==> src/rtl/branch_pred_unit.sv <==
// Branch resolver with a 2-bit saturating-counter pattern history table.
// Optional macro BRANCH_STATS_EN adds branch/mispredict counters.
module branch_pred_unit #(
  parameter int DATA_W    = 32,
  parameter int PHT_DEPTH = 64
) (
  input  logic              clk,
  input  logic              rst,
  input  logic [31:0]       if_pc,
  output logic              pred_taken,
  input  logic              id_valid,
  input  logic              stallD,
  input  logic              flushD,
  input  logic [5:0]        id_op,
  input  logic [4:0]        id_rt,
  input  logic [DATA_W-1:0] id_a,
  input  logic [DATA_W-1:0] id_b,
  input  logic [31:0]       id_pc,
  input  logic              id_pred_taken,
  output logic              res_valid,
  output logic              res_taken,
  output logic              mispredict
`ifdef BRANCH_STATS_EN
  ,
  output logic [31:0]       br_count,
  output logic [31:0]       miss_count
`endif
);

  localparam int IDX_W = $clog2(PHT_DEPTH);

  logic [1:0]       pht [PHT_DEPTH];
  logic [IDX_W-1:0] if_idx;
  logic [IDX_W-1:0] id_idx;
  logic [1:0]       ctr;
  logic [1:0]       ctr_next;
  logic             is_branch;
  logic             cond;
  logic             a_neg;
  logic             a_zero;
  logic             accept;
  logic             unused;

  assign if_idx     = if_pc[IDX_W+1:2];
  assign id_idx     = id_pc[IDX_W+1:2];
  assign pred_taken = pht[if_idx][1];
  assign unused     = ^{if_pc[31:IDX_W+2], if_pc[1:0], id_pc[31:IDX_W+2], id_pc[1:0]};

  assign a_neg  = id_a[DATA_W-1];
  assign a_zero = (id_a == '0);

  always_comb begin
    is_branch = 1'b0;
    cond      = 1'b0;
    case (id_op)
      6'b000100: begin is_branch = 1'b1; cond = (id_a == id_b);       end
      6'b000101: begin is_branch = 1'b1; cond = (id_a != id_b);       end
      6'b000110: begin is_branch = 1'b1; cond = a_neg | a_zero;       end
      6'b000111: begin is_branch = 1'b1; cond = ~a_neg & ~a_zero;     end
      6'b000001: begin
        case (id_rt)
          5'b00001, 5'b10001: begin is_branch = 1'b1; cond = ~a_neg; end
          5'b00000, 5'b10000: begin is_branch = 1'b1; cond = a_neg;  end
          default:            begin is_branch = 1'b0; cond = 1'b0;   end
        endcase
      end
      default: begin is_branch = 1'b0; cond = 1'b0; end
    endcase
  end

  assign accept = id_valid & ~stallD & ~flushD & is_branch;
  assign ctr    = pht[id_idx];

  always_comb begin
    ctr_next = ctr;
    if (cond) begin
      if (ctr != 2'b11) ctr_next = ctr + 2'd1;
    end else begin
      if (ctr != 2'b00) ctr_next = ctr - 2'd1;
    end
  end

  always_ff @(posedge clk) begin
    if (rst) begin
      res_valid  <= 1'b0;
      res_taken  <= 1'b0;
      mispredict <= 1'b0;
      for (int unsigned i = 0; i < unsigned'(PHT_DEPTH); i++) pht[i] <= 2'b01;
    end else begin
      res_valid  <= accept;
      mispredict <= accept & (cond ^ id_pred_taken);
      if (accept) begin
        res_taken   <= cond;
        pht[id_idx] <= ctr_next;
      end
    end
  end

`ifdef BRANCH_STATS_EN
  always_ff @(posedge clk) begin
    if (rst) begin
      br_count   <= '0;
      miss_count <= '0;
    end else if (accept) begin
      br_count <= br_count + 32'd1;
      if (cond ^ id_pred_taken) miss_count <= miss_count + 32'd1;
    end
  end
`endif

endmodule

==> config.mk <==
export PLATFORM = sky130hd
export DESIGN_NAME = branch_pred_unit
export DESIGN_NICKNAME = d
export VERILOG_FILES = /design/src/rtl/branch_pred_unit.sv
export SDC_FILE = /design/constraint.sdc
export NUM_CORES = 1
export LEC_CHECK = 0
export ABC_AREA = 1
export ABC_CLOCK_PERIOD_IN_PS = 2810
export BUFFER_PORTS_ARGS = -buffer_cell sky130_fd_sc_hd__buf_2
export CORE_MARGIN = 5
export CORE_UTILIZATION = 40
export DETAILED_ROUTE_END_ITERATION = 8
export GPL_TIMING_DRIVEN = 0
export SLEW_MARGIN = 15
export SYNTH_ARGS = -nofsm -noshare
export SYNTH_HDL_FRONTEND = slang
export SYNTH_SLANG_ARGS = --single-unit
==> constraint.sdc <==
create_clock -name clk -period 2.81 [get_ports clk]
set_clock_uncertainty 0.05 [all_clocks]
set_input_delay 0.7025 -clock clk [delete_from_list [all_inputs] [get_ports clk]]
set_output_delay 0.7025 -clock clk [all_outputs]
set_load 0.05 [all_outputs]
==> impl_metrics.toml, run 1 <==
[layout]
layout.nets = 1390
fillers = 2108
antenna_cells_inserted = 0
layout-drive-gt1-share = 0.184
area_growth_pct = 20.3
fin_cells = 1538

[floorplan]
fp.dieW_microns = 157
pin_count = 149
dieArea_sq_mm = 0.0248
die_h_microns = 157
rows = 54
initial_utilization = 0.402
coreArea_sq_mm = 0.0216

[power_and_ir_drop]
cellPowerDensity_mw_per_mm2 = 527
switchingPower_w = 0.00147
comb_power_share = 0.151
p_int_w = 0.00404
sw_frac_of_total = 0.267
leakage_nw = 4.50
power_w = 0.00551
seq_power_share = 0.403
ir_drop_mv = 0.320
clockPowerShare = 0.447

[sta]
max_slew_margin = 0.360
setup_viol = 1
rsz0062_at_grt = "true"
setup_ws_ns = -0.0300
max_clock_freq_mhz = 352
worstMarginPinSlew_ns = 0.959
fin_setup_tns_ns = -0.0300
fin_crit_sh = 1.01
fin_crit_ns = 2.84
drv_slew = 0
finalHoldViolations = 0

[setup_path]
cp-start-kind = "input port"
critPathKind = "in -> out"
cp_common_cell = "o211ai_1"
cp_max_fo = 10
cp_data_required_time_ns = 2.06
crit_path_end_kind = "primary output"
cp.arrival_ns = 2.09
slowest_stage = "clkbuf_1"
slowest_delay_ns = 0.40
crit_chain = "clkbuf_1 > clkbuf_2 > o211ai_1 > o211ai_1 > nand3_1 > nand3b_1 > nand2_2 > buf_8"

[route]
wl_microns = 30900
drt_iter0_markers = 1028
ant_nets = 0
drcViolationCount = 0
wl_per_cell_microns = 20.1
dr.pass1.iters = 6
vias_per_cell = 5.39
via_count = 8292

[global_route]
grt_use_met2 = 0.406
grt_util_met3 = 0.0445
grt_max_degree = 17
gr-max-usage-layer = "met2"
grt-ovfl-total = 0
grt_pass1_vias = 7904
antenna_found_initial = 0
grt_use_total = 0.248
grt_pass1_wl_microns = 45500
grt_use_met1 = 0.317

[synthesis]
synth_cell_types = 34
syn_area_sq_mm = 0.00870
synth_largest_area_cell = "edfxtp_1"
synth_top_area_share = 0.442
avgSynthCellArea_sq_um = 7.73
synth_most_common_cell = "nand2_1"
synth_nets = 1270
synth_edf_count = 128
ys.flop_type = "edfxtp_1"
yosys-top-cells-area = "edfxtp_1 44%, nand2_1 14%, inv_1 6.4%"
ys_async_sr_fraction = 0
ys_warn_count = 0
seq_area_frac_synth = 0.449
synth.top_cells.by_count = "315 x nand2_1, 149 x inv_1, 128 x edfxtp_1"
synth-seq-cells = 131
synthCells = 1125

[job]
maxCapViolations = 0

[hold_path]
hp-class = "in -> reg"

[clocking]
htreeDepth = 4
cts_tree = "done"
cts_root_buffer = "clkbuf_16"
cts_sinks = 131
cts_made_buffers = 17
clkTransAtPathRegs_ns = 0.06
clock_latency_ns = 0.43
clockBufferDepth = 2

[run_status]
outcome = "complete, but fails checks"
violations = "negative setup slack"

[place]
placedCellCount = 1499
port_buffers = 91
gp_congestion = 0.982
dpl.hpwl_microns = 21500
-- final timing paths --
kind,startpoint,end,slack [ns],cells past startpoint
worst max register to register,pht[50][1],pht[52][0],0.43,12
worst min-delay path,id_pred_taken,mispredict,0.47,4
worst max-delay path,if_pc[4],pred_taken,-0.03,8
worst min register to register,res_taken,res_taken,0.49,4
-- timing repair --
item	in CTS	in global routing
pin swaps	7	7
gates resized for setup	42	31
hold buffers	0	0
cloned	0	1
setup endpoints to repair	133	191
buffers inserted	3	3
-- critical path: cells and delay by family --
family / cells / cell delay [ns]
AOI/OAI and AO/OA: 2 / 0.23
and+or+nand+nor: 3 / 0.27
buffers and inverters: 3 / 0.88
-- area by class of cell --
cell class	count	area, sq um	area share
multi-input cells	776	3870	0.370
well taps	280	350	0.0335
clock buffers	18	429	0.0410
plain buffers	63	515	0.0493
clock inverters	14	211	0.0202
repair buffers	101	579	0.0554
inverters	155	604	0.0577
flip-flops and latches	131	3900	0.373
-- cells in the final DEF (no fill, tap or decap), types with 3 or more instances in the layout --
master / count
nor3_1: 3
or2_2: 9
or2_0: 3
nand4_1: 3
nand2_1: 314
bufinv_16: 5
or2_1: 5
edfxtp_1: 128
buf_2: 99
o21ai_1: 8
inv_1: 143
nand3b_1: 65
clkbuf_4: 5
o211ai_1: 18
clkbuf_1: 9
buf_4: 23
nor2_1: 98
xnor2_1: 31
clkbuf_16: 19
o21ai_0: 34
clkbuf_2: 3
nor3_2: 10
buf_6: 20
a21oi_1: 80
nand3_1: 73
nor2_4: 5
clkinvlp_4: 10
inv_2: 6
dfxtp_1: 3
nand2_4: 5
-- through the flow --
| stage | area, sq um | setup slack (ns) | hold WS (ns) | util |
|---|---|---|---|---|
| global placement | 9510 | -1.49 | 0.490 | 0.440 |
| global route | 10500 | -0.0736 | 0.490 | 0.484 |
| detailed placement | 9550 | -0.923 | 0.488 | 0.442 |
| CTS | 10400 | -0.0357 | 0.462 | 0.479 |
| finish | 10500 | -0.0300 | 0.472 | 0.484 |
| floorplan | 8700 | 0.0537 | 0.698 | - |
-- state kept, by name, indices dropped and copies added, names as in the netlist --
| signal | flops |
|---|---|
| res_taken | 1 |
| mispredict | 1 |
| res_valid | 1 |
| pht | 128 |
-- power groups by stage --
| stage | Sequential (W) | Combinational (W) | Clock [W] |
|---|---|---|---|
| floorplan | 0.00225 | 0.000461 | 0 |
| finish | 0.00222 | 0.000830 | 0.00246 |
| global placement | 0.00226 | 0.000749 | 0 |
| global route | 0.00222 | 0.000888 | 0.00254 |
| detailed placement | 0.00226 | 0.000755 | 0 |
| CTS | 0.00222 | 0.000791 | 0.00245 |
-- logic make-up (layout without fill, tap and decap cells) --
family / after synthesis / in the layout / synth area share
AOI/OAI and AO/OA: 144 / 144 / 0.0886
DFF: 131 / 131 / 0.449
buffers and inverters: 218 / 351 / 0.114
xor gates and xnor gates: 32 / 32 / 0.0322
and+or+nand+nor: 600 / 600 / 0.316
-- per-layer routing --
metal  part of all wire  wire [microns]
met1               0.39           12100
met2               0.47           14600
met3              0.092            2860
met4              0.045            1380
met5                  0               0
Note: power is estimated with default switching activity, not from simulation.
==> inputs of run 2 (changes only) <==
SKIP_CTS_REPAIR_TIMING = 1   (was not set)
==> run 2 against run 1 <==
Against the previous run: the flow still finishes with violations (negative setup slack); die area is the same; highest routed layer unchanged; register-to-register slack is essentially flat; clock-buffer cell count is the same; largest power group unchanged; clock power is essentially flat; first-iteration DRC count shrank 17%; sequential share of layout area grew 0.20 points; total power shrank 0.20%; final area shrank 0.53%.
==> impl_metrics.toml, run 2 (synthesis results as in run 1) <==
[route]
drcViolationCount = 0
wl_per_cell_microns = 19.9
dr.pass1.iters = 5
ant_nets = 0
vias_per_cell = 5.38
via_count = 8292
wl_microns = 30700
drt_iter0_markers = 856

[global_route]
grt_pass1_vias = 7815
grt_use_total = 0.248
grt_pass1_wl_microns = 45500
grt_max_degree = 17
antenna_found_initial = 0
grt-ovfl-total = 0

[setup_path]
critPathLaunch = "if_pc[2]"
worst-path-stages = 10
reg2reg_from = "pht[50][1]"
r2r_setup_slack_ns = 0.44
crit_family = "buffers and inverters"
critPathKind = "in -> out"
cp.arrival_ns = 2.14
crit_buf_inv = 4
crit_path_end_kind = "primary output"
cp_data_required_time_ns = 2.06
r2r-end = "pht[52][0]"
cp_max_fo = 10
crit_chain = "buf_4 > buf_8 > buf_2 > o21ai_0 > o211ai_1 > o211ai_1 > nand3_1 > nand3_1 > nand2_2 > buf_8"
slowest_delay_ns = 0.23
cp-start-kind = "input port"
reg2regPathDepth = 12
slowest_stage = "o21ai_0"

[clocking]
cts_made_buffers = 17
cts_root_buffer = "clkbuf_16"
clockBufferDepth = 2
clkTransAtPathRegs_ns = 0.06
htreeDepth = 4
cts_sinks = 131
cts_tree = "done"
clock_latency_ns = 0.43

[layout]
largest_reg_flops = 128
fillers = 2117
top_register = "pht"
multi_input_area_sq_mm = 0.00386
antenna_cells_inserted = 0
final_common_cell = "nand2_1"
register_area_sq_mm = 0.00390
layout-drive-gt1-share = 0.186
final_core_util = 0.481
area_growth_pct = 19.7
final_cell_mix = "314 x nand2_1, 143 x inv_1, 128 x edfxtp_1"
layout.nets = 1393

[place]
gp_congestion = 0.982
port_buffers = 91
dpl.hpwl_microns = 21500
post-place-ws_ns = -0.923

[sta]
fin_crit_sh = 1.03
setup_ws_ns = -0.0801
setup_viol = 1
finalHoldViolations = 0
fin_hold_ws_ns = 0.471
rsz0062_at_grt = "true"
drv_slew = 0
worstMarginPinSlew_ns = 0.931
max_clock_freq_mhz = 346
fin_crit_ns = 2.89
max_slew_margin = 0.380

[power_and_ir_drop]
p_int_w = 0.00403
comb_power_share = 0.149
sw_frac_of_total = 0.267
cellPowerDensity_mw_per_mm2 = 528
clockPowerShare = 0.448
switchingPower_w = 0.00147
seq_power_share = 0.404
power_w = 0.00550
ir_drop_mv = 0.317
leakage_nw = 4.48

[job]
maxCapViolations = 0

[floorplan]
initial_utilization = 0.402
coreArea_sq_mm = 0.0216
pin_count = 149
die_h_microns = 157
fp.dieW_microns = 157
dieArea_sq_mm = 0.0248
rows = 54

[hold_path]
hold-path-endpoint = "mispredict"
hp-class = "in -> reg"
min_path_cells = 4
worstHoldStart = "id_pred_taken"

[run_status]
violations = "negative setup slack"
outcome = "complete, but fails checks"
-- run 2: cell count changes in the layout (fill, tap and decap cells not counted), moves of 2 or more --
cell       change
clkbuf_16      -2
buf_4          +7
buf_2          +4
buf_6          -3
buf_12         -2
buf_8          +2
-- run 2: worst register-to-register path: cells and delay by family, from the launching register on --
| family | cells | cell delay, ns |
|---|---|---|
| simple gates | 10 | 1.33 |
| flops | 1 | 0.41 |
| buf+inv | 2 | 0.33 |
-- run 2: worst max path at each step --
stage | to | slack, ns
final | pred_taken | -0.08
after global routing | pred_taken | -0.11
after CTS | pred_taken | -0.93
after detailed placement | pred_taken | -0.92
after global placement | pht[17][0] | -1.49
after floorplan | pred_taken | 0.05
-- run 2: metrics by stage --
step           TNS [ns]  cells  area [sq um]
2_1_floorplan         0   1125          8700
3_3_place_gp    -173.77   1496          9510
3_5_place_dp    -119.26   1499          9550
4_1_cts          -25.27   1531         10200
5_1_grt          -0.107   1541         10400
6_report        -0.0801   1541         10400
-- run 2: layout make-up --
cell class,instances,share of cell area
Sequential cell,131,0.375
Clock buffer,18,0.0412
Tap cell,280,0.0337
Multi-Input combinational cell,776,0.371
Clock inverter,14,0.0203
Timing Repair Buffer,104,0.0550
Buffer,63,0.0456
Inverter,155,0.0581
-- run 2: power groups by stage --
stage               combinational [W]  clock (W)  sequential [W]
finish                       0.000819    0.00246         0.00222
global route                 0.000879    0.00254         0.00222
CTS                          0.000757    0.00245         0.00222
detailed placement           0.000755          0         0.00226
global placement             0.000749          0         0.00226
floorplan                    0.000461          0         0.00225
-- run 2: routing by layer --
layer	routed length, microns	GRT usage	part of all wire	vias up
met2	14500	0.408	0.47	458
met4	1250	0.111	0.041	0
met1	12200	0.319	0.40	3845
li1	-	-	-	3902
met3	2740	0.0440	0.089	87
met5	0	0	0	-
==> inputs of run 3 (changes only) <==
ABC_AREA = not set   (was 1)
CTS_CLUSTER_DIAMETER = 150   (was not set)
GPL_TIMING_DRIVEN = not set   (was 0)
==> run 3 against run 2 <==
Against the previous run: the run still ends with negative setup slack left; highest routed layer unchanged; critical path type unchanged; setup slack worse by 0.54 ns; synthesized cell count down 43%; largest power group unchanged; register-to-register slack worse by 0.48 ns; total power up 4.3%; synthesized area down 11%; sequential power about the same; non-clock buffer count up 117; final cell count down 26%; wire length down 7.3%; die area down 11%; worst hold slack worse by 0.0011 ns; sequential share of layout area down 4.1 points.
==> impl_metrics.toml, run 3 <==
[place]
gp_congestion = 0.957
dpl.hpwl_microns = 19100
placedCellCount = 1087
post-place-ws_ns = -0.788
port_buffers = 95

[power_and_ir_drop]
clockPowerShare = 0.427
p_int_w = 0.00426
seq_power_share = 0.383
switchingPower_w = 0.00147
ir_drop_mv = 0.440
leakage_nw = 4.37
cellPowerDensity_mw_per_mm2 = 492
sw_frac_of_total = 0.257
comb_power_share = 0.190
power_w = 0.00574

[clocking]
cts_root_buffer = "clkbuf_16"
clockBufferDepth = 2
cts_tree = "done"
clock_latency_ns = 0.43
cts_sinks = 131
htreeDepth = 4
clkTransAtPathRegs_ns = 0.06
cts_made_buffers = 17

[synthesis]
synth.top_cells.by_count = "128 x edfxtp_1, 57 x nand3_1, 53 x a21o_1"
synth_top_area_share = 0.498
synthCells = 638
synth_cell_types = 49
avgSynthCellArea_sq_um = 12.1
synth-seq-cells = 131
syn_area_sq_mm = 0.00771
ys_async_sr_fraction = 0
ys_warn_count = 0
ys.flop_type = "edfxtp_1"
synth_edf_count = 128
synth_largest_area_cell = "edfxtp_1"
yosys-top-cells-area = "edfxtp_1 50%, mux4_2 10%, a21o_1 5.2%"
synth_nets = 783
seq_area_frac_synth = 0.506
synth_most_common_cell = "edfxtp_1"

[layout]
layout-drive-gt1-share = 0.581
final_core_util = 0.620
register_area_sq_mm = 0.00390
fillers = 1483
antenna_cells_inserted = 0
final_common_cell = "buf_4"
layout.nets = 1019
multi_input_area_sq_mm = 0.00436
final_cell_mix = "150 x buf_4, 128 x edfxtp_1, 90 x buf_2"
top_register = "pht"
area_growth_pct = 51.3
largest_reg_flops = 128
fin_cells = 1147

[setup_path]
cp_data_required_time_ns = 2.06
r2r_setup_slack_ns = -0.04
cp.arrival_ns = 2.68
critPathKind = "in -> out"
crit_path_end_kind = "primary output"
cp-start-kind = "input port"
reg2regPathDepth = 9
reg2reg_from = "pht[21][0]"
r2r-end = "pht[27][0]"
cp_max_fo = 8
critPathLaunch = "if_pc[2]"

[sta]
fin_crit_ns = 3.43
fin_setup_tns_ns = -9.56
finalHoldViolations = 0
drv_slew = 0
fin_crit_sh = 1.22
setup_ws_ns = -0.619
worstMarginPinSlew_ns = 0.734
max_slew_margin = 0.511
rsz0062_at_grt = "true"
max_clock_freq_mhz = 292
setup_viol = 127

[global_route]
grt_use_total = 0.232
grt_pass1_wl_microns = 38700
antenna_found_initial = 0
grt_max_degree = 66
grt_pass1_vias = 6617
grt-ovfl-total = 0

[hold_path]
hold-path-endpoint = "res_taken"
worstHoldStart = "res_taken"
min_path_cells = 2
hp-class = "reg -> reg"

[floorplan]
rows = 50
coreArea_sq_mm = 0.0188
dieArea_sq_mm = 0.0222
die_h_microns = 149
fp.dieW_microns = 149
pin_count = 149
initial_utilization = 0.410

[route]
drt_iter0_markers = 741
wl_microns = 28500
via_count = 6896
wl_per_cell_microns = 24.8
drcViolationCount = 0
vias_per_cell = 6.01
dr.pass1.iters = 5
ant_nets = 0

[run_status]
violations = "negative setup slack"
outcome = "complete, but fails checks"

[job]
maxCapViolations = 0
run 3: cell count changes after synthesis, moves of 33 or more:
cell and change:
a21o_1 +53, a21oi_1 -77, inv_1 -148, mux4_2 +35
nand2_1 -293, nand3b_1 -64, nor2_1 -68, nor3_1 +45
o21ai_0 -35, xor2_1 +33
run 3: power groups by stage:
stage | combinational (W) | sequential, W | clock (W)
after floorplan | 0.000504 | 0.00222 | 0
after global placement | 0.000736 | 0.00223 | 0
after detailed placement | 0.000749 | 0.00224 | 0
after CTS | 0.000752 | 0.00219 | 0.00245
after global routing | 0.00113 | 0.00220 | 0.00256
final | 0.00109 | 0.00220 | 0.00245
run 3: area by class of cell:
class                   instances  share of cell area
clock buffers                  19              0.0371
clock inverters                13              0.0178
inverters                       1            0.000322
multi-input cells             439               0.373
flip-flops and latches        131               0.334
well taps                     260              0.0279
repair buffers                284               0.209
run 3: cells by family after synthesis:
group / after synthesis / share of synthesized area
buffers and inverters: 69 / 0.0469
adder cells (fa/ha/maj): 2 / 0.00276
AND/OR/NAND/NOR: 241 / 0.168
multiplexers: 62 / 0.144
flip-flops: 131 / 0.506
AO/OA/AOI/OAI: 99 / 0.0941
XOR/XNOR: 34 / 0.0386
run 3: worst max-delay path by stage:
stage	end	slack, ns	depth (start not counted)
6_report	pred_taken	-0.62	6
3_3_place_gp	pht[58][0]	-0.78	13
4_1_cts	pred_taken	-0.70	6
3_5_place_dp	pht[2][0]	-0.79	13
2_1_floorplan	pred_taken	-0.49	5
5_1_grt	pred_taken	-0.67	6
run 3: routing by layer:
layer	wire [microns]	global-route usage
met5	0	0
met1	10900	0.301
met2	14400	0.382
met3	2390	0.0635
met4	789	0.0705
run 3: stage by stage:
step	instance area, sq um	hold slack (ns)
finish	11700	0.470
global route	11700	0.488
CTS	10500	0.471
detailed placement	9900	0.459
global placement	9900	0.443
floorplan	8290	0.662
run 3: critical path, stage by stage:
cell	delay, ns
buf_8	0.09
buf_12	0.14
mux4_2	0.50
mux4_2	0.52
mux4_2	0.53
buf_8	0.18
